**src/rtl/fp_add_arbiter.sv**
```systemverilog
// fp_add_arbiter: shares one combinational single-precision adder between two requesters.
//
// fp_adder       : combinational IEEE-754 binary32 adder, round-to-nearest-even, subnormals
//                  supported, NaN/Inf handled inside the adder only.
//   a, b         : operands
//   s            : a + b
//
// fp_add_arbiter : round-robin front end, one operation in flight at a time.
//   FIRST_PRIO   : requester that wins the first tie after reset
//   clk, rst_n   : rising-edge clock, asynchronous active-low reset
//   reqX_valid   : requester X has an operation pending
//   reqX_ready   : requester X's operation is accepted this cycle (combinational)
//   reqX_a/b     : operands
//   reqX_sub     : 1 = compute a - b
//   res_valid    : result available (held until res_ready)
//   res_ready    : consumer accepts the result
//   res_sum      : sum
//   res_id       : requester that issued the operation
//   busy         : an operation is in flight
//   op_count     : completed response handshakes, wraps at 16 bits

module fp_adder (
    input  logic [31:0] a,
    input  logic [31:0] b,
    output logic [31:0] s
);
    logic        sa, sb, a_nan, b_nan, a_inf, b_inf, swap;
    logic        sl, ss;
    logic [7:0]  ea, eb, el, es, d, em1;
    logic [23:0] ml, msm, mant;
    logic [49:0] ms_wide;
    logic [26:0] ml_ext, ms_al, rn;
    logic [27:0] r;
    logic [4:0]  p, lz, sh;
    logic [8:0]  e_out;
    logic        rnd_up;
    logic [24:0] mant_r;
    logic [31:0] enc;

    always_comb begin
        sa    = a[31];
        sb    = b[31];
        ea    = a[30:23];
        eb    = b[30:23];
        a_nan = (ea == 8'hFF) && (a[22:0] != 23'd0);
        b_nan = (eb == 8'hFF) && (b[22:0] != 23'd0);
        a_inf = (ea == 8'hFF) && (a[22:0] == 23'd0);
        b_inf = (eb == 8'hFF) && (b[22:0] == 23'd0);

        // Order operands so the larger magnitude is always "l".
        swap = b[30:0] > a[30:0];
        sl   = swap ? sb : sa;
        ss   = swap ? sa : sb;
        el   = swap ? eb : ea;
        es   = swap ? ea : eb;
        ml   = swap ? {eb != 8'd0, b[22:0]} : {ea != 8'd0, a[22:0]};
        msm  = swap ? {ea != 8'd0, a[22:0]} : {eb != 8'd0, b[22:0]};

        // Subnormals share exponent 1 with normals, just without the hidden bit.
        if (el == 8'd0) el = 8'd1;
        if (es == 8'd0) es = 8'd1;
        d = el - es;

        // Layout: 24-bit mantissa, guard, round, sticky.
        ml_ext  = {ml, 3'b000};
        ms_wide = {msm, 26'd0} >> d;
        if (d >= 8'd27) begin
            ms_al = {26'd0, |msm};
        end else begin
            ms_al = {ms_wide[49:24], |ms_wide[23:0]};
        end

        if (sl == ss) begin
            r = {1'b0, ml_ext} + {1'b0, ms_al};
        end else begin
            r = {1'b0, ml_ext} - {1'b0, ms_al};
        end

        p = 5'd0;
        for (int i = 0; i < 27; i++) begin
            if (r[i]) p = 5'(i);
        end
        lz  = 5'd26 - p;
        // Left shift is capped so the exponent never drops below 1 (subnormal result).
        em1 = el - 8'd1;
        sh  = (em1 < {3'b000, lz}) ? em1[4:0] : lz;

        if (r[27]) begin
            rn    = {r[27:2], r[1] | r[0]};
            e_out = {1'b0, el} + 9'd1;
        end else begin
            rn    = r[26:0] << sh;
            e_out = {1'b0, el} - {4'd0, sh};
        end

        mant   = rn[26:3];
        rnd_up = rn[2] & (rn[1] | rn[0] | mant[0]);
        mant_r = {1'b0, mant} + {24'd0, rnd_up};

        // Adding the mantissa (hidden bit included) onto (exp-1) lets a rounding carry or a
        // subnormal reaching 2^23 roll into the exponent field naturally.
        enc = (({23'd0, e_out} - 32'd1) << 23) + {7'd0, mant_r};
        if (enc >= 32'h7F80_0000) enc = 32'h7F80_0000;

        if (a_nan || b_nan || (a_inf && b_inf && (sa != sb))) begin
            s = 32'h7FC0_0000;
        end else if (a_inf) begin
            s = a;
        end else if (b_inf) begin
            s = b;
        end else if (r == 28'd0) begin
            // Exact cancellation gives +0; only -0 + -0 keeps the sign.
            s = {sa & sb, 31'd0};
        end else begin
            s = {sl, enc[30:0]};
        end
    end
endmodule

module fp_add_arbiter #(
    parameter bit FIRST_PRIO = 1'b0
) (
    input  logic        clk,
    input  logic        rst_n,
    input  logic        req0_valid,
    output logic        req0_ready,
    input  logic [31:0] req0_a,
    input  logic [31:0] req0_b,
    input  logic        req0_sub,
    input  logic        req1_valid,
    output logic        req1_ready,
    input  logic [31:0] req1_a,
    input  logic [31:0] req1_b,
    input  logic        req1_sub,
    output logic        res_valid,
    input  logic        res_ready,
    output logic [31:0] res_sum,
    output logic        res_id,
    output logic        busy,
    output logic [15:0] op_count
);
    typedef enum logic [1:0] {StIdle, StCalc, StResp} state_e;

    state_e      state;
    logic [31:0] op_a, op_b, sum_q, adder_s;
    logic        op_id, last_grant, grant;
    logic [31:0] sel_a, sel_b;
    logic        sel_sub;

    fp_adder u_fp_adder (
        .a (op_a),
        .b (op_b),
        .s (adder_s)
    );

    // Ties go to whoever did not win last; a lone requester always wins.
    always_comb begin
        grant = 1'b0;
        if (req0_valid && req1_valid) begin
            grant = ~last_grant;
        end else begin
            grant = req1_valid;
        end
    end

    assign req0_ready = (state == StIdle) && req0_valid && !grant;
    assign req1_ready = (state == StIdle) && req1_valid && grant;

    assign sel_a   = grant ? req1_a : req0_a;
    assign sel_b   = grant ? req1_b : req0_b;
    assign sel_sub = grant ? req1_sub : req0_sub;

    assign res_valid = (state == StResp);
    assign res_sum   = sum_q;
    assign res_id    = op_id;
    assign busy      = (state != StIdle);

    always_ff @(posedge clk or negedge rst_n) begin
        if (!rst_n) begin
            state      <= StIdle;
            op_a       <= 32'd0;
            op_b       <= 32'd0;
            sum_q      <= 32'd0;
            op_id      <= 1'b0;
            last_grant <= ~FIRST_PRIO;
            op_count   <= 16'd0;
        end else begin
            case (state)
                StIdle: begin
                    if (req0_ready || req1_ready) begin
                        op_a       <= sel_a;
                        op_b       <= {sel_b[31] ^ sel_sub, sel_b[30:0]};
                        op_id      <= grant;
                        last_grant <= grant;
                        state      <= StCalc;
                    end
                end
                StCalc: begin
                    // Full cycle of settling for the adder before capture.
                    sum_q <= adder_s;
                    state <= StResp;
                end
                StResp: begin
                    if (res_ready) begin
                        op_count <= op_count + 16'd1;
                        state    <= StIdle;
                    end
                end
                default: state <= StIdle;
            endcase
        end
    end
endmodule
```
**config.mk**
```make
export PLATFORM = sky130hd
export DESIGN_NAME = fp_add_arbiter
export DESIGN_NICKNAME = d
export VERILOG_FILES = /design/src/rtl/fp_add_arbiter.sv
export SDC_FILE = /design/constraint.sdc
export NUM_CORES = 1
export LEC_CHECK = 0
export CORE_MARGIN = 3
export CORE_UTILIZATION = 45
export DETAILED_ROUTE_END_ITERATION = 8
export PLACE_DENSITY_LB_ADDON = 0.2
export SLEW_MARGIN = 20
export SYNTH_ARGS = -nofsm -noshare
export SYNTH_HDL_FRONTEND = slang
export SYNTH_SLANG_ARGS = --single-unit
```
**constraint.sdc**
```tcl
create_clock -name clk -period 19.7 [get_ports clk]
set_input_delay 4.925 -clock clk [delete_from_list [all_inputs] [get_ports clk]]
set_output_delay 4.925 -clock clk [all_outputs]
set_load 0.01 [all_outputs]
```
Word level (Yosys, flattened, before mapping). Index checks and enable logic that the tools add are counted. Widths: inputs -> output; s select.

Register bits after elaboration: 116. Latch bits: 0. RAM bits: 0. Memory bits (read-only): 0. Input port bits: 135. Logic and storage cells: 121. Memories: 0.

Add/subtract/negate cells: 11. Multipliers: 0. Divide/modulo/power cells: 0. Magnitude comparators: 4. Equality and inequality tests: 8. Shift operators: 2. Mux-type cells: 51. Bitwise logic cells: 7. Reductions and logical operators: 31.

Operator list (count): $mux 32 (6); $mux 5 (12); $mux 27 (2); $shr 50x8->50 (1); $mux 24 (2); $reduce_or 24->1 (2); $logic_not 23->1 (2); $reduce_bool 23->1 (2); $add 32x25->32 (1); $ge 32x31->1 const B (1); $mux 4 (8); $mux 8 (4); $gt 31x31->1 (1); $mux 31 (1); $add 27x27->28 (1); $logic_not 28->1 (1); $mux 28 (1); $sub 27x27->28 (1); $shl 27x5->27 (1); $add 24x1->25 (1); $add 16x1->16 const B (1); $eq 8x8->1 const B (2); $logic_not 8->1 (2); $reduce_bool 8->1 (2); 28 further kinds (56).

Logic depth before layout (Yosys ltp).
Depth in word-level cells: 52. Mapped depth: 84. Depth with buffers taken out: 76.

Hierarchy. A second synthesis with hierarchy kept.

Cell total of the unflattened synthesis: 2480. Area, all modules: 18355.1 um^2.

By module, submodules not included: fp_adder (times used 1, cells an instance 2054, area an instance 13274.0 um^2, sequential area each 0.0 um^2); fp_add_arbiter (times used 1, cells an instance 426, area an instance 5081.1 um^2, sequential area each 2904.0 um^2).

Least setup slack after synthesis. No wires, ideal clock.

Kind: register to register. Start point: register op_a[30]. End point: register sum_q[28], in the netlist res_sum[28]. Setup time: 94 ps. Arrival: 15151 ps. Required time: 19606 ps. Path slack: 4455 ps. Stages on the path, launching flop included: 79. Period minus slack after synthesis: 15245 ps. Cell sequence: dfrtp_1 inv_1 ha_1 nand4_1 or4_1 a211o_1 buf_2 nand2_2 clkbuf_1 clkbuf_1 buf_1 buf_1 nand2_1 o21ai_0 nand4_1 o221ai_1 ha_1 inv_1 [43 not listed] ha_1 nand2_1 inv_1 ha_1 a21o_1 a21oi_1 o21ai_0 a21oi_1 xnor2_1 or3_1 or2_2 nor3_1 xnor2_1 xnor2_1 xnor2_2 nor2b_1 buf_2 a211oi_1.

Longest elaborated chain between the ends: 52.

RTL lines: start, declared (line 145) `logic [31:0] op_a, op_b, sum_q, adder_s;`; start signal, assigned (line 191) `op_a <= sel_a;`; $gt 31x31->1 (line 51) `swap = b[30:0] > a[30:0];`; $mux 8 (on tied branches) (line 54, 55); $logic_not 8->1 (on tied branches) (line 60, 61); $mux 8 (on tied branches) (line 60, 61); $sub 8x8->8 (line 62) `d = el - es;`; $shr 50x8->50 (line 66) `ms_wide = {msm, 26'd0} >> d;`; $reduce_or 24->1 (line 70) `ms_al = {ms_wide[49:24], |ms_wide[23:0]};`; $mux 27 (line 67) `if (d >= 8'd27) begin`; [36 not listed]; $add 24x1->25 (line 98) `mant_r = {1'b0, mant} + {24'd0, rnd_up};`; $add 32x25->32 (line 102) `enc = (({23'd0, e_out} - 32'd1) << 23) + {7'd0, mant_r};`; $ge 32x31->1 (line 103) `if (enc >= 32'h7F80_0000) enc = 32'h7F80_0000;`; $mux 31 (line 103); $mux 32 (line 111) `end else if (r == 28'd0) begin`; $mux 32 (line 109) `end else if (b_inf) begin`; $mux 32 (line 107) `end else if (a_inf) begin`; $mux 32 (*) (line 105) `if (a_nan || b_nan || (a_inf && b_inf && (sa != sb))) begin`; end signal, assigned (line 200) `sum_q <= adder_s;`; end, declared (line 145).

Every way passes the cells marked *; elsewhere a longest branch is shown, timed or not. A chain may end at the register's enable or synchronous reset.

Worst setup path in the final report.
Start point: register op_a[30]. End point: register sum_q[26], in the netlist res_sum[26].

Same word-level chain as after synthesis.

==> flow_summary.json <==
{
  "status": "complete, no violations",
  "tritoncts": "done",
  "tns_ns": 0,
  "firstDrtPassIters": 6,
  "htree_num_levels": 4,
  "yosys_warnings": 0,
  "crit_family": "compound AO/OA/AOI/OAI gates",
  "final_hold_viol_count": 0,
  "max_freq_ghz": 0.0538,
  "ys_ff_latch": 116,
  "syn_to_final_growth_pct": 15.5,
  "start_util_pct": 46.0,
  "fin_crit_sh_pct": 94.3,
  "grt_setup_unrepaired": "no",
  "clock_path_buffers": 2,
  "avgViaCountPerCell": 6.76,
  "cp-start-kind": "flop",
  "ys_async_sr_fraction_pct": 100,
  "synth_cell_types": 115,
  "rows": 73,
  "synth_xor_area_share_pct": 4.82,
  "synth_compound_area_share_pct": 30.2,
  "synth_commonest_cells": "320 x nand2_1, 220 x nor2_1, 189 x o21ai_0, 156 x a21oi_1, 127 x mux2i_1",
  "wl_per_cell_um": 25.3,
  "drtIter0Drc": 2687,
  "netlist_area_mm2": 0.0185,
  "io_pins": 188,
  "cp_slowest_cell": "o311ai_0",
  "period_needed_ns": 18.59,
  "yosys.area_share.simple_pct": 26.1,
  "track_usage_pct": 35.4,
  "hpwl_um": 63700,
  "fin_skew_ns": 0.0200,
  "synth_top_family_by_area": "compound AO/OA/AOI/OAI gates",
  "synth_top_area_cell": "dfrtp_1",
  "die_w_um": 209,
  "drv_slew": 0,
  "required_ns": 19.96,
  "clockRootBuffer": "clkbuf_16",
  "grt_overflow": 0,
  "antenna_left": 0,
  "cts-hold-fix-buffers": 0,
  "grt_pass1_wl_um": 122000,
  "worstReg2RegStart": "op_a[30]",
  "post_cts_buffers": 0,
  "synth_most_common_cell": "nand2_1",
  "path_class": "flop to flop",
  "ys_seq_area_share_pct": 15.7,
  "ctsResizeCount": 0,
  "min_path_type": "flop to flop",
  "synth_mux_area_share_pct": 8.91,
  "cts_made_buffers": 17,
  "antenna_cells": 0,
  "synth_edf_count": 0,
  "synth_fa_ha_area_share_pct": 7.64,
  "synthFlopType": "dfrtp_1",
  "slew_headroom_pct": 19.7,
  "clk_pin_slew_ns": 0.06,
  "gp_congestion": 1.05,
  "critPathCaptureType": "flop",
  "die-height_um": 209,
  "core_mm2": 0.0401,
  "clock_latency_ns": 0.42,
  "drive_gt1_share_pct": 7.40,
  "worstPathArrival_ns": 18.85,
  "die-area_mm2": 0.0435,
  "slowest_delay_ns": 0.97,
  "route.detailed.drc": 0,
  "path_max_fanout": 74,
  "grt_pass1_vias": 20400,
  "antenna_found_initial": 0,
  "final_nets": 2910,
  "syn_area_per_cell_um2": 7.16,
  "port_buffers": 187,
  "netlist_instances": 2578,
  "grt_max_degree": 102,
  "vias": 21700,
  "setup_violations": 0,
  "synthTopCellsByArea": "dfrtp_1 16%, ha_1 7.3%, mux2i_1 6.9%",
  "synth_top_area_share_pct": 15.6,
  "max-cap-violations": 0,
  "tightest_slew_ns": 1.19,
  "syn_nets": 2824,
  "min-delay-start": "op_count[15]",
  "cts_sinks": 116,
  "startpoint": "op_a[30]",
  "worst-path-buf-inv": 5,
  "routed_wl_um": 80900
}
metrics by stage:
stage	setup slack, ns	instance area, um^2	util, %	instances	hold WS [ns]
floorplan	4.46	18500	-	2578	0.471
global placement	1.42	20700	51.6	3170	0.462
detailed placement	1.12	20700	51.6	3170	0.469
CTS	1.03	21300	53.2	3202	0.483
global route	0.0603	21300	53.2	3202	0.489
finish	1.11	21300	53.2	3202	0.486
kinds of logic after synthesis:
group / after synthesis
compound gates: 824
xor+xnor: 100
simple gates: 984
fa+ha+maj: 111
flops: 116
buf+inv: 291
mux: 152
layout by cell type (no fill, tap or decap), types with 76 or more instances in the layout:
| cell type | netlist | routed |
|---|---|---|
| mux2i_1 | 127 | 127 |
| clkdlybuf4s50_1 | 0 | 186 |
| inv_1 | 117 | 117 |
| ha_1 | 108 | 106 |
| a21oi_1 | 156 | 156 |
| nor3_1 | 76 | 76 |
| nor2_1 | 220 | 219 |
| o21ai_0 | 189 | 186 |
| dfrtp_1 | 115 | 115 |
| nand2_1 | 320 | 320 |
| nand3_1 | 85 | 85 |
layout make-up:
cell class	count	area [um^2]
clock buffer	20	437
clock inverter	12	180
fill	3984	18800
inverter	122	463
multi-input combinational	2171	14500
sequential	116	2900
tap	525	657
timing repair buffer	236	2240
state kept, by name, indices dropped and copies added (netlist names):
signal / cells
last_grant: 1
res_sum: 32
op_a: 32
res_id: 1
state: 2
op_b: 32
op_count: 16
per-layer routing:
| metal | track usage (%) | vias to the layer above | share of wire [%] |
|---|---|---|---|
| met5 | 0 | - | 0 |
| met4 | 15.2 | 0 | 4.9 |
| met3 | 7.15 | 249 | 10 |
| met2 | 53.6 | 1314 | 43 |
| met1 | 49.1 | 10300 | 42 |
| li1 | - | 9790 | - |
worst paths after layout:
path,endpoint,slack [ns],cells after the start
max in group asynchronous,op_a[13],13.82,2
hold reg to reg,op_count[15],0.49,1
setup reg to reg,res_sum[26],1.11,59
min in group asynchronous,op_count[13],4.52,1
setup / recovery,res_sum[26],1.11,59
hold / removal,op_count[15],0.49,1
Power is not shown: default switching activity piles up to over one toggle a cycle in this logic, so the estimate is an artifact.
